<file path="config.mk">
export PLATFORM = sky130hd
export DESIGN_NAME = affine_addr_gen_nd
export DESIGN_NICKNAME = d
export VERILOG_FILES = /design/src/rtl/affine_addr_gen_nd.sv
export SDC_FILE = /design/constraint.sdc
export NUM_CORES = 1
export LEC_CHECK = 0
export BUFFER_PORTS_ARGS = -buffer_cell sky130_fd_sc_hd__buf_4
export CAP_MARGIN = 25
export CORE_UTILIZATION = 60
export CTS_BUF_LIST = sky130_fd_sc_hd__clkbuf_8
export DETAILED_ROUTE_END_ITERATION = 7
export PLACE_DENSITY = 0.8
export SYNTH_ARGS = -nofsm -noshare
export SYNTH_HDL_FRONTEND = slang
export SYNTH_SLANG_ARGS = --single-unit
</file>
<file path="constraint.sdc">
create_clock -name clk -period 6.9 [get_ports clk]
set_input_delay 1.725 -clock clk [delete_from_list [all_inputs] [get_ports clk]]
set_output_delay 1.725 -clock clk [all_outputs]
set_load 0.005 [all_outputs]
</file>
<file path="src/rtl/affine_addr_gen_nd.sv">
// N-dimensional affine address generator: nested loop counters (dim 0 innermost)
// with signed per-dim strides, valid/ready output, last flag and start/done control.
module affine_addr_gen_nd #(
  parameter int unsigned NDIM     = 3,
  parameter int unsigned CNT_W    = 16,
  parameter int unsigned ADDR_W   = 16,
  parameter int unsigned STRIDE_W = 16
) (
  input  logic                       clk,
  input  logic                       rst_n,
  input  logic                       start,
  input  logic [NDIM*CNT_W-1:0]      extent,
  input  logic [NDIM*STRIDE_W-1:0]   stride,
  input  logic [ADDR_W-1:0]          offset,
  output logic                       addr_valid,
  input  logic                       addr_ready,
  output logic [ADDR_W-1:0]          addr,
  output logic                       last,
  output logic                       busy,
  output logic                       done
);

  typedef enum logic {IDLE, RUN} state_t;
  state_t state;

  logic [CNT_W-1:0]  extm1_in [NDIM];
  logic [ADDR_W-1:0] stride_in [NDIM];
  logic [CNT_W-1:0]  extm1_q  [NDIM];
  logic [ADDR_W-1:0] stride_q [NDIM];
  logic [CNT_W-1:0]  cnt_q    [NDIM];
  logic [CNT_W-1:0]  cnt_n    [NDIM];
  logic [ADDR_W-1:0] delta;
  logic              last_n;
  logic              start_last;
  logic              carry;

  // Per-dim input decode: stored extents are (extent-1) with 0 treated as 1,
  // strides are sign-extended or truncated to the address width.
  for (genvar g = 0; g < NDIM; g++) begin : g_dim
    logic [CNT_W-1:0] ext_in;
    assign ext_in      = extent[g*CNT_W +: CNT_W];
    assign extm1_in[g] = (ext_in == '0) ? '0 : ext_in - CNT_W'(1);
    if (STRIDE_W >= ADDR_W) begin : g_trunc
      assign stride_in[g] = stride[g*STRIDE_W +: ADDR_W];
    end else begin : g_sext
      assign stride_in[g] = {{(ADDR_W-STRIDE_W){stride[g*STRIDE_W+STRIDE_W-1]}},
                             stride[g*STRIDE_W +: STRIDE_W]};
    end
  end

  always_comb begin
    start_last = 1'b1;
    for (int unsigned i = 0; i < NDIM; i++) begin
      if (extm1_in[i] != '0) start_last = 1'b0;
    end
  end

  // Ripple-carry over dims: wrap every saturated dim below the first
  // non-saturated one, bump that one and take its stride.
  always_comb begin
    carry  = 1'b1;
    delta  = '0;
    last_n = 1'b1;
    for (int unsigned i = 0; i < NDIM; i++) begin
      cnt_n[i] = cnt_q[i];
      if (carry) begin
        if (cnt_q[i] == extm1_q[i]) begin
          cnt_n[i] = '0;
        end else begin
          cnt_n[i] = cnt_q[i] + CNT_W'(1);
          delta    = stride_q[i];
          carry    = 1'b0;
        end
      end
      if (cnt_n[i] != extm1_q[i]) last_n = 1'b0;
    end
  end

  always_ff @(posedge clk or negedge rst_n) begin
    if (!rst_n) begin
      state      <= IDLE;
      addr_valid <= 1'b0;
      addr       <= '0;
      last       <= 1'b0;
      busy       <= 1'b0;
      done       <= 1'b0;
      for (int unsigned i = 0; i < NDIM; i++) begin
        cnt_q[i]    <= '0;
        extm1_q[i]  <= '0;
        stride_q[i] <= '0;
      end
    end else begin
      done <= 1'b0;
      unique case (state)
        IDLE: begin
          if (start) begin
            for (int unsigned i = 0; i < NDIM; i++) begin
              cnt_q[i]    <= '0;
              extm1_q[i]  <= extm1_in[i];
              stride_q[i] <= stride_in[i];
            end
            addr       <= offset;
            last       <= start_last;
            addr_valid <= 1'b1;
            busy       <= 1'b1;
            state      <= RUN;
          end
        end
        RUN: begin
          if (addr_ready) begin
            if (last) begin
              state      <= IDLE;
              addr_valid <= 1'b0;
              busy       <= 1'b0;
              last       <= 1'b0;
              done       <= 1'b1;
            end else begin
              for (int unsigned i = 0; i < NDIM; i++) cnt_q[i] <= cnt_n[i];
              addr <= addr + delta;
              last <= last_n;
            end
          end
        end
        default: state <= IDLE;
      endcase
    end
  end

endmodule

</file>
; ---- After elaboration in Yosys (flattened, before gate mapping)
; Cells that the tools add are included.
[classes]
eq_ne = 10
n_reduce_logical = 10
n_addsub = 7
bitwise = 1
mux = 45
[ops]
columns = cell, n
row1 = $mux 16, 16
row2 = $mux 48, 3
row3 = $pmux 48 s2, 1
row4 = $add 16x1->16 const B, 3
row5 = $eq 16x16->1, 3
row6 = $logic_not 16->1, 3
row7 = $ne 16x16->1, 3
row8 = $reduce_bool 16->1, 3
row9 = $sub 16x1->16 const B, 3
row10 = $pmux 16 s2, 1
row11 = $mux 1, 21
row12 = $add 16x16->16, 1
row13 = $ne 2x2->1 const B, 4
row14 = $pmux 1 s2, 3
row15 = $reduce_and 3->1, 2
row16 = $reduce_and 2->1, 2
row17 = $not 1->1, 1
[totals]
out_inout_bits = 20
wordCells = 87
register_bits = 164

; ---- Longest topological paths before layout
[logic_depth]
depth_word = 10
ltp_mapped = 21
ltp_nobuf = 17

; ---- Least setup slack after synthesis
; No wires, ideal clock.
[synth_path]
kind = register -> register
start = register cnt_q[32] (netlist name)
end = register addr[14]
path_stages_with_launch = 22
path_buffers = 5
setup_time_ns = 0.124
required_ns = 6.776
slack_ns = 2.085
arrival_ns = 4.691
path_cell_list = dfrtp_1 buf_6 xnor2_1 nand4_1 or4_1 buf_2 clkbuf_1 clkbuf_1 clkbuf_1 a221oi_1 nor2_1 ha_1 fa_1 a21o_1 a21oi_1 o21bai_1 a211oi_1 o31ai_1 o41ai_1 o21ai_0 mux2i_1 a211o_1
[synth_via]
elab_chain_len = 10
[synth_lines]
columns = element, line_no
row1 = start: declaration, 30  ; logic [CNT_W-1:0] cnt_q [NDIM];
row2 = start signal: indexed assignment, 88  ; cnt_q[i] <= '0;
row3 = start signal: indexed assignment, 98  ; cnt_q[i] <= '0;
row4 = $eq 16x16->1 *, 67  ; if (cnt_q[i] == extm1_q[i]) begin
row5 = $mux 16 (2 in a row), 67
row6 = $mux 16, 66  ; if (carry) begin
row7 = $mux 16, 67
row8 = $mux 16 *, 66
row9 = $add 16x16->16 *, 119  ; addr <= addr + delta;
row10 = $mux 16 *, 111  ; if (last) begin
row11 = $mux 16 *, 110  ; if (addr_ready) begin
row12 = $pmux 16 s2 *, 94  ; unique case (state)
row13 = end signal: assignment, 102  ; addr <= offset;
row14 = end signal: assignment, 119
row15 = end: declaration, 17  ; output logic [ADDR_W-1:0] addr,
; Mark *: on every way between the ends. The rest lies on a longest branch, timed or not. The select of a mux whose other input is x is not followed.
; A chain may end at the register's enable or synchronous reset.

; ---- Worst setup path in the final report
[layout_path]
start = register cnt_q[2] (netlist name)
end = register addr[14]
[layout_via]
elab_chain_len = 7
[layout_lines]
columns = element, line_no
row1 = $eq 16x16->1, 67
row2 = $mux 16, 67
row3 = $mux 16, 66
row4 = $add 16x16->16, 119
row5 = $mux 16, 111
row6 = $mux 16, 110
row7 = $pmux 16 s2, 94
; No other way between the ends. The select of a mux whose other input is x is not followed.

==> flow_metrics.tcl <==
set metrics [dict create \
    status "finished clean" \
    io_buffers 135 \
    first_global_vias 10407 \
    hp-start "stride_q[47]" \
    htree_levels 4 \
    ys_async_sr_fraction_pct 100 \
    cp_max_fo 16 \
    syn_area_um2 11500 \
    antenna_found_initial 0 \
    hold_viol_final 0 \
    r2r_end "addr[14]" \
    syn-num-nets 1581 \
    core_area_um2 18800 \
    crit_type "flip-flop to flip-flop" \
    track_usage_pct 36.4 \
    path_common_cell "a21oi_1" \
    fmaxAchievable_ghz 0.189 \
    rrSetupSlack_ns 1.62 \
    hp-class "flip-flop to flip-flop" \
    ys.flop_type "dfrtp_1" \
    relSlewSlack_pct 42.4 \
    maxSlewViolCount 0 \
    drt_drc_violations_left 0 \
    timing.rr.start "cnt_q[2]" \
    ys_ff_latch 164 \
    initial_core_util_pct 61.3 \
    cts_root_buf "clkbuf_8" \
    dieArea_um2 19700 \
    power.density_nw_per_um2 224 \
    worstMarginPinSlew_ns 0.863 \
    grt_pass1_wl_mm 55.8 \
    min_to "stride_q[47]" \
    postSynthCellCount 1441 \
    ys_top_cells_by_area "dfrtp_1 36%, nand2_1 9.8%, xnor2_1 5.3%" \
    cts_buffers 17 \
    setup_viol 0 \
    global_route.overflow_total 0 \
    wire_per_inst_um 20.0 \
    final_cell_mix "301 x nand2_1, 164 x dfrtp_1, 154 x buf_4" \
    fin_crit_sh_pct 76.6 \
    crit_path_cell_trace "xor2_1 -> nor4_1 -> and3_1 -> a21oi_1 -> buf_4 -> a221oi_1 -> nor2_1 -> ha_1 -> fa_1 -> a21o_1 -> a21oi_1 -> o21bai_1 -> a211oi_1 -> o31ai_1 -> o41ai_1 -> o21ai_0 -> mux2i_1 -> a211o_1" \
    globalplace.congestion 1.00 \
    vias 11407 \
    crit_arrival_ns 5.67 \
    wl_met1_mm 15.5 \
    yosysTopAreaCell "dfrtp_1" \
    cts_sinks 164 \
    via_per_inst 6.45 \
    holdBufCountCts 0 \
    drive_above_1_share_pct 13.5 \
    p_leak_nw 5.78 \
    yosysSeqAreaShare_pct 35.7 \
    die_h_um 140 \
    dr.pass1.iters 5 \
    cp_slowest_cell "dfrtp_1" \
    rsz0062_at_grt "no" \
    met3_wirelength_mm 2.98 \
    max_stage_delay_ns 0.53 \
    ys_warn_count 0 \
    syn_area_per_cell_um2 7.98 \
    clk_latency_ns 0.50 \
    fin_worst_skew_ns 0.0252 \
    finalNetCount 1662 \
    postCtsResizedCells 0 \
    clk_pin_slew_ns 0.11 \
    startpoint_type "flip-flop" \
    diodes 0 \
    min_path_cells 2 \
    synth_top_area_share_pct 35.7 \
    die_w_um 140 \
    maxCapViolations 0 \
    synth.distinct_cells 75 \
    crit_required_ns 7.29 \
    wl_met2_mm 15.7 \
    r2r_cells 18 \
    top_layer_used "met4" \
    fill_cells 1620 \
    fin_cells 1769 \
    seqCellArea_um2 4100 \
    drtIter0Drc 1113 \
    postCtsSetupRepairBufs 0 \
    num_rows 50 \
    synth-edff-count 0 \
    wirelength_mm 35.4 \
    tns_ns 0 \
    layout_min_cycle_time_ns 5.28 \
    antenna_left 0 \
    worst_setup_path_end_kind "flip-flop" \
    peakVddDrop_mv 0.126 \
    cts_tree "done" \
    dp_hpwl_mm 25.7 \
    startpoint "cnt_q[2]" \
    final_common_cell "nand2_1" \
    clockBufferDepth 2 \
    area_growth_syn_to_layout_pct 13.3 \
    grt_max_degree 75 \
    io-pin-count 136 \
    multiInputGateArea_um2 6900 \
    place_inst 1737 \
]
[flip-flops by register name, indices dropped and copies added (netlist names)]
name      cells
addr         16
busy          1
cnt_q        48
done          1
extm1_q      48
last          1
state         1
stride_q     48
[worst max path at each step]
stage | to | slack (ns) | cells past startpoint
finish | addr[14] | 1.62 | 18
global route | addr[14] | 1.32 | 18
CTS | addr[14] | 1.74 | 18
detailed placement | addr[14] | 1.76 | 18
global placement | addr[14] | 1.95 | 18
floorplan | addr[14] | 2.09 | 21
[cells by family (layout without fill, tap and decap cells)]
logic type | Yosys count | count (layout) | synth area share (%)
adders and majority gates | 24 | 24 | 2.68
AOI/OAI and AO/OA | 344 | 344 | 19.6
muxes | 23 | 23 | 2.00
buffers and inverters | 126 | 220 | 4.55
DFF | 164 | 164 | 35.7
and+or+nand+nor | 636 | 636 | 25.9
xor gates and xnor gates | 124 | 124 | 9.58
[report_power, final]
group / switching, mW / internal, mW / total [mW] / leakage, nW
Clock: 0.449 / 0.316 / 0.765 / 0.218
Sequential: 0.163 / 1.09 / 1.25 / 2.09
Combinational: 0.467 / 0.431 / 0.897 / 3.46
[synthesized netlist by cell type, types with 5 or more instances]
library cell and number:
nor2b_1 9, a22oi_1 7, a31oi_1 10, nor3_1 42, a21o_1 9, nor4_1 31
a2bb2oi_1 6, o21ai_0 106, nand2_1 301, a211oi_1 6, or4_1 11, o22ai_1 13
dfrtp_1 164, o31ai_1 46, o41ai_1 5, or3_1 21, nor2_1 101, a211o_1 5
and3_1 20, clkbuf_1 79, nand3_1 32, nand3b_1 6, inv_1 32, xnor2_1 69
nand4_1 21, a221oi_1 17, nor3b_1 9, ha_1 23, xor2_1 53, a21oi_1 60
nand2b_1 6, and2_1 6, mux2i_1 23, buf_6 5
[layer usage]
layer,track usage [%],up-vias
li1,-,5318
met1,51.5,5442
met2,55.3,556
met3,6.60,91
met4,14.4,0
met5,0,-
[final cells by class]
class,instances,share of cell area (%)
Inverter,32,0.922
Clock inverter,15,1.58
Timing Repair Buffer,156,9.00
Multi-Input combinational cell,1151,52.9
Sequential cell,164,31.5
Tap cell,234,2.25
Clock buffer,17,1.80
[worst max-delay path: cells and delay by family, from the launching register on]
kind	cells	cell delay [ns]
flops	1	0.53
compound gates	10	2.40
xor+xnor	1	0.21
fa+ha+maj	2	0.71
mux	1	0.15
buf+inv	1	0.23
simple gates	3	0.95
[per-stage QoR]
stage | utilization, % | hold WS [ns] | setup slack (ns) | area (um2) | total power, mW
after floorplan | - | 0.446 | 2.09 | 11500 | 1.81
after global placement | 67.0 | 0.456 | 1.95 | 12600 | 2.12
after detailed placement | 67.1 | 0.463 | 1.76 | 12600 | 2.15
after CTS | 69.4 | 0.487 | 1.74 | 13000 | 2.91
after global routing | 69.4 | 0.501 | 1.32 | 13000 | 3.07
final | 69.4 | 0.486 | 1.62 | 13000 | 2.92
(Power assumes the default switching activity.)
